===== src/rtl/cpu_pkg.sv =====
// Shared fetch-unit definitions: PC defaults, fetch FSM encodings, instruction reset value.
package cpu_pkg;

    localparam int          PC_WIDTH_DEF     = 32;
    localparam logic [31:0] RESET_VECTOR_DEF = 32'h0000_0000;
    localparam logic [31:0] INSTR_RESET      = 32'h0000_0000;

    typedef enum logic [1:0] {
        BOOT  = 2'd0,
        FETCH = 2'd1,
        EXEC  = 2'd2
    } fetch_state_t;

endpackage


===== src/rtl/branch_target_adder.sv =====
// Combinational PC+4 and PC+4+(sext(OFFSET)<<2); both wrap modulo 2^PC_WIDTH.
module branch_target_adder #(
    parameter int PC_WIDTH     = 32,
    parameter int OFFSET_WIDTH = 8
) (
    input  logic [PC_WIDTH-1:0]     PC,
    input  logic [OFFSET_WIDTH-1:0] OFFSET,
    output logic [PC_WIDTH-1:0]     PC_PLUS4,
    output logic [PC_WIDTH-1:0]     BRANCH_TARGET
);

    localparam logic [PC_WIDTH-1:0] FOUR = PC_WIDTH'(4);

    logic [PC_WIDTH-1:0] offset_ext;
    logic [PC_WIDTH-1:0] offset_bytes;

    // Word offset -> byte offset; sign extension happens before the shift.
    assign offset_ext    = {{(PC_WIDTH-OFFSET_WIDTH){OFFSET[OFFSET_WIDTH-1]}}, OFFSET};
    assign offset_bytes  = offset_ext << 2;
    assign PC_PLUS4      = PC + FOUR;
    assign BRANCH_TARGET = PC_PLUS4 + offset_bytes;

endmodule


===== src/rtl/pc_fetch_unit.sv =====
// Program counter and BOOT/FETCH/EXEC sequencer against the instruction cache.
// Optional PC_ALIGN_CHECK_EN: force-align loaded PCs and raise a sticky MISALIGN flag.
module pc_fetch_unit
    import cpu_pkg::*;
#(
    parameter int                 PC_WIDTH     = PC_WIDTH_DEF,
    parameter logic [PC_WIDTH-1:0] RESET_VECTOR = PC_WIDTH'(RESET_VECTOR_DEF),
    parameter int                 OFFSET_WIDTH = 8
) (
    input  logic                    CLK,
    input  logic                    RESET,
    input  logic [PC_WIDTH-1:0]     PC_NEXT,
    input  logic [OFFSET_WIDTH-1:0] OFFSET,
    input  logic [31:0]             IMEM_INSTR,
    input  logic                    IMEM_BUSYWAIT,
    input  logic                    DMEM_BUSYWAIT,
    output logic                    IMEM_READ,
    output logic [PC_WIDTH-1:0]     IMEM_ADDR,
    output logic [PC_WIDTH-1:0]     PC,
    output logic [PC_WIDTH-1:0]     PC_PLUS4,
    output logic [PC_WIDTH-1:0]     BRANCH_TARGET,
    output logic [31:0]             INSTR,
    output logic                    INSTR_VALID
`ifdef PC_ALIGN_CHECK_EN
    ,
    output logic                    MISALIGN
`endif
);

    fetch_state_t        state, state_next;
    logic [PC_WIDTH-1:0] pc_q;
    logic [PC_WIDTH-1:0] pc_load;
    logic [31:0]         instr_q;
    logic                valid_q;
    logic                fetch_done;
    logic                exec_done;

    assign fetch_done = (state == FETCH) && !IMEM_BUSYWAIT;
    assign exec_done  = (state == EXEC)  && !DMEM_BUSYWAIT;

    always_ff @(posedge CLK) begin
        if (!RESET) state <= BOOT;
        else        state <= state_next;
    end

    always_comb begin
        state_next = state;
        IMEM_READ  = 1'b0;
        unique case (state)
            BOOT:  state_next = FETCH;
            FETCH: begin
                IMEM_READ = 1'b1;
                if (!IMEM_BUSYWAIT) state_next = EXEC;
            end
            EXEC:  if (!DMEM_BUSYWAIT) state_next = FETCH;
            default: state_next = BOOT;
        endcase
    end

`ifdef PC_ALIGN_CHECK_EN
    logic misalign_q;
    logic next_misaligned;

    assign next_misaligned = |PC_NEXT[1:0];
    assign pc_load         = {PC_NEXT[PC_WIDTH-1:2], 2'b00};
    assign MISALIGN        = misalign_q;

    always_ff @(posedge CLK) begin
        if (!RESET)                           misalign_q <= 1'b0;
        else if (exec_done && next_misaligned) misalign_q <= 1'b1;
    end
`else
    assign pc_load = PC_NEXT;
`endif

    always_ff @(posedge CLK) begin
        if (!RESET) begin
            pc_q    <= RESET_VECTOR;
            instr_q <= INSTR_RESET;
            valid_q <= 1'b0;
        end else begin
            if (fetch_done) begin
                instr_q <= IMEM_INSTR;
                valid_q <= 1'b1;
            end
            if (exec_done) begin
                pc_q    <= pc_load;
                valid_q <= 1'b0;
            end
        end
    end

    assign PC          = pc_q;
    assign IMEM_ADDR   = pc_q;
    assign INSTR       = instr_q;
    assign INSTR_VALID = valid_q;

    branch_target_adder #(
        .PC_WIDTH     (PC_WIDTH),
        .OFFSET_WIDTH (OFFSET_WIDTH)
    ) u_bta (
        .PC            (pc_q),
        .OFFSET        (OFFSET),
        .PC_PLUS4      (PC_PLUS4),
        .BRANCH_TARGET (BRANCH_TARGET)
    );

endmodule


===== config.mk =====
export PLATFORM = sky130hd
export DESIGN_NAME = pc_fetch_unit
export DESIGN_NICKNAME = d
export VERILOG_FILES = /design/src/rtl/cpu_pkg.sv /design/src/rtl/branch_target_adder.sv /design/src/rtl/pc_fetch_unit.sv
export SDC_FILE = /design/constraint.sdc
export NUM_CORES = 1
export LEC_CHECK = 0
export CORE_UTILIZATION = 38
export CTS_BUF_LIST = sky130_fd_sc_hd__clkbuf_8
export DETAILED_ROUTE_END_ITERATION = 16
export PLACE_DENSITY = 0.92
export RECOVER_POWER = 100
export SLEW_MARGIN = 20
export SYNTH_ARGS = -nofsm -noshare
export SYNTH_HDL_FRONTEND = slang
export SYNTH_HIERARCHICAL = 1
export SYNTH_SLANG_ARGS = --single-unit

===== constraint.sdc =====
create_clock -name CLK -period 3.44 [get_ports CLK]
set_clock_uncertainty 0.15 [all_clocks]
set_input_delay 0.344 -clock CLK [delete_from_list [all_inputs] [get_ports CLK]]
set_output_delay 0.344 -clock CLK [all_outputs]
set_load 0.02 [all_outputs]

==> results by group <==
Run status
  – Status: finished, violations left
  – Violated checks: setup timing

Final layout
  – Area Growth Syn to Fin: 102%
  – Layout Utilization: 79.2%
  – N_diodes: 0
  – Share of layout cells above drive strength 1: 37.8%
  – Fill count: 666
  – Multi-input gate area: 0.00394 mm2
  – Reg area: 0.00137 mm2
  – Fin nets: 1089
  – Final instance area: 0.00956 mm2

CTS
  – Worst-Skew Late Latency: 0.35 ns
  – CTS tree: yes
  – Clock Path Buffers: 2
  – Clk slew on worst S/H paths: 0.08 ns
  – H-tree depth reported by CTS: 3
  – CTS root buffer: clkbuf_8
  – Inserted Clock Buffers: 9
  – Total clock sinks: 67

Critical path
  – WS Path Type: flop to output pin
  – Slowest stage delay, CP: 0.35 ns
  – CP Capture Point: BRANCH_TARGET[31]
  – Worst setup path start: IMEM_ADDR[6]
  – Startpoint types: flop
  – CP max FO: 7
  – CP arrival: 3.85 ns
  – R2R Setup Slk: 1.33 ns
  – Critical path's slowest cell: dfxtp_4
  – WP data required: 2.95 ns
  – Critical R2R Launch: state[1]
  – FF-to-FF path depth: 4
  – Worst-path cell chain: and4_4 > and4_4 > and2_4 > nor2b_4 > buf_6 > nand3_1 > xnor2_2 > ha_4 > a21o_1 > a21oi_1 > o21ai_0 > a21oi_1 > o41ai_2 > buf_4 > xnor2_1 > buf_4
  – Worst reg2reg path endpoint: IMEM_ADDR[22]
  – Crit path capture type: output pin

Power
  – Psw: 687 uW
  – PwrDens: 238 mW/mm2
  – Sw frac: 30.2%
  – P_leak: 0.00433 uW
  – Worst VDD drop: 0.000250 V
  – Logic pwr share: 31.2%
  – Power share of the clock group: 32.9%
  – Flop pwr share: 35.9%
  – Pint: 1590 uW

Placed design
  – HPWL after DPL: 14000 um
  – Area after DPL: 0.00842 mm2
  – Port bufs: 237
  – Global placer's final weighted congestion: 0.927

Timing
  – Fin crit share: 126%
  – Final Slew Violations: 0
  – Worst-Margin Slew: 1.05 ns
  – RSZ-0062 raised after global routing: true
  – Final hold vios: 0
  – Slew margin rel.: 29.9%
  – Setup Viol. Count Final: 22
  – PnR worst setup slack: -0.906 ns
  – Max Clk Rate: 0.230 GHz
  – Fin crit period: 4.35 ns

Die
  – Die X: 114 um
  – Core Rows: 40
  – Die H: 114 um
  – IO Pins: 238
  – Core area: 0.0121 mm2
  – Die footprint: 0.0129 mm2
  – Starting Density: 39.2%

Drt
  – Via count: 6506
  – # DRC: 0
  – WL/cell: 20.6 um
  – Drt total wl: 23700 um
  – Initial DRT Pass Iterations: 5
  – Iter 0 DRT Violations: 704
  – Vias/cell: 5.65
  – Final antenna-violating net count: 0

Global routing
  – Antenna violations before repair: 0
  – Vias in the first global route: 6500
  – All-Layer GR Usage: 31.9%
  – Total gr overflow: 0
  – Largest net degree at the start of global routing: 84
  – First-pass GRT wire length: 32500 um

Synthesis
  – Main synth FF type: dfxtp_1
  – Post-Syn Area: 0.00473 mm2
  – Post-synth cell types: 49
  – Syn Area/Cell: 7.67 um2
  – Async SR Flop Fraction: 0%
  – #FFs+latches synth: 67
  – YS warnings: 6
  – Post-Synthesis Cells: 616
  – Number of synthesized flops with an enable pin: 0
  – Syn nets: 726
  – Sequential area share after synthesis: 28.4%

Hold path
  – Hold Path Class: flop to flop
  – Hold Path Origin: INSTR[2]

Job
  – Max cap viols: 0
## repair_timing
action                                  in CTS  in global routing
hold buffers                                 0                  0
pin swaps                                   44                 35
endpoints found under the setup margin      25                 26
buffers inserted                            15                 13
resized for setup                          197                 70
## placed cells by master, fill, tap and decap left out, types with 7 or more instances in the layout
cell type / count
clkdlybuf4s50_1: 87
buf_4: 192
a21oi_2: 18
nand4_1: 18
o21ai_2: 7
xnor2_1: 12
ha_1: 10
o21ai_1: 7
dlygate4sd3_1: 123
nand2_1: 82
xnor2_2: 23
xor2_1: 11
nand3_1: 74
buf_6: 16
clkbuf_8: 11
ha_4: 21
o21ai_0: 65
a21oi_1: 8
dfxtp_1: 57
## through the flow
| step | setup slack [ns] | std cells | setup TNS (ns) | hold WS, ns | power (uW) |
|---|---|---|---|---|---|
| detailed placement | -0.717 | 1108 | -9.22 | 0.299 | 1470 |
| floorplan | -0.291 | 616 | -2.01 | 0.323 | 1140 |
| global placement | -0.664 | 1108 | -7.55 | 0.290 | 1450 |
| finish | -0.906 | 1152 | -9.24 | 0.306 | 2280 |
| CTS | -0.534 | 1139 | -4.58 | 0.310 | 2240 |
| global route | -0.883 | 1152 | -10.87 | 0.324 | 2360 |
## how the worst min path moves through the flow
stage                         to  slack [ns]  cells after the start
floorplan           IMEM_ADDR[4]        0.32                      2
global placement       INSTR[30]        0.29                      2
detailed placement     INSTR[31]        0.30                      2
CTS                     INSTR[5]        0.31                      2
global route            INSTR[8]        0.32                      2
finish                  INSTR[2]        0.31                      2
## worst max-delay path, delay by kind of cell (launching register included)
family / cells / cell delay, ns
fa+ha+maj: 1 / 0.26
flops: 1 / 0.35
buf+inv: 3 / 0.46
simple gates: 5 / 1.00
compound gates: 5 / 1.04
xor+xnor: 2 / 0.38
## flip-flops by register name, indices dropped and copies added, names as in the netlist
| name | flops |
|---|---|
| state | 2 |
| INSTR | 32 |
| IMEM_ADDR | 32 |
| INSTR_VALID | 1 |
## power by group through the flow
stage / combinational (uW) / clock [uW] / sequential, uW
6_report: 712 / 749 / 818
5_1_grt: 744 / 795 / 821
4_1_cts: 661 / 761 / 820
3_5_place_dp: 632 / 0 / 838
3_3_place_gp: 614 / 0 / 836
2_1_floorplan: 263 / 0 / 874
## cells by family after synthesis
kind of cell / Yosys count / synth area share [%]
AND/OR/NAND/NOR: 233 / 24.0
adder cells (fa/ha/maj): 34 / 9.16
XOR/XNOR: 58 / 10.7
buffers and inverters: 80 / 10.1
AO/OA/AOI/OAI: 144 / 17.7
flip-flops: 67 / 28.4
## synth_stat cells (7+ instances only)
| cell type | instances | area share (%) |
|---|---|---|
| buf_4 | 43 | 6.8 |
| buf_2 | 7 | 0.74 |
| clkbuf_1 | 19 | 1.5 |
| xnor2_1 | 41 | 7.6 |
| ha_1 | 33 | 8.7 |
| o21ai_0 | 73 | 7.7 |
| nand4_1 | 18 | 2.4 |
| a21oi_1 | 30 | 3.2 |
| nand3_1 | 82 | 8.7 |
| dfxtp_1 | 67 | 28 |
| nand2_1 | 89 | 7.1 |
| nor2_1 | 13 | 1.0 |
| xor2_1 | 17 | 3.1 |
## layer usage
metal  track usage [%]  wire, um
met2              55.8     11100
met1              34.1      8790
met4              21.2      1760
met5                 0         0
met3              8.13      2020
## area by class of cell
class	instances	area share, %
inverter	6	0.236
timing repair buffer	426	39.7
clock buffer	11	1.58
sequential	67	14.3
multi-input combinational	469	41.2
tap	168	2.20
clock inverter	5	0.785
Power figures use the tool's default switching activity.
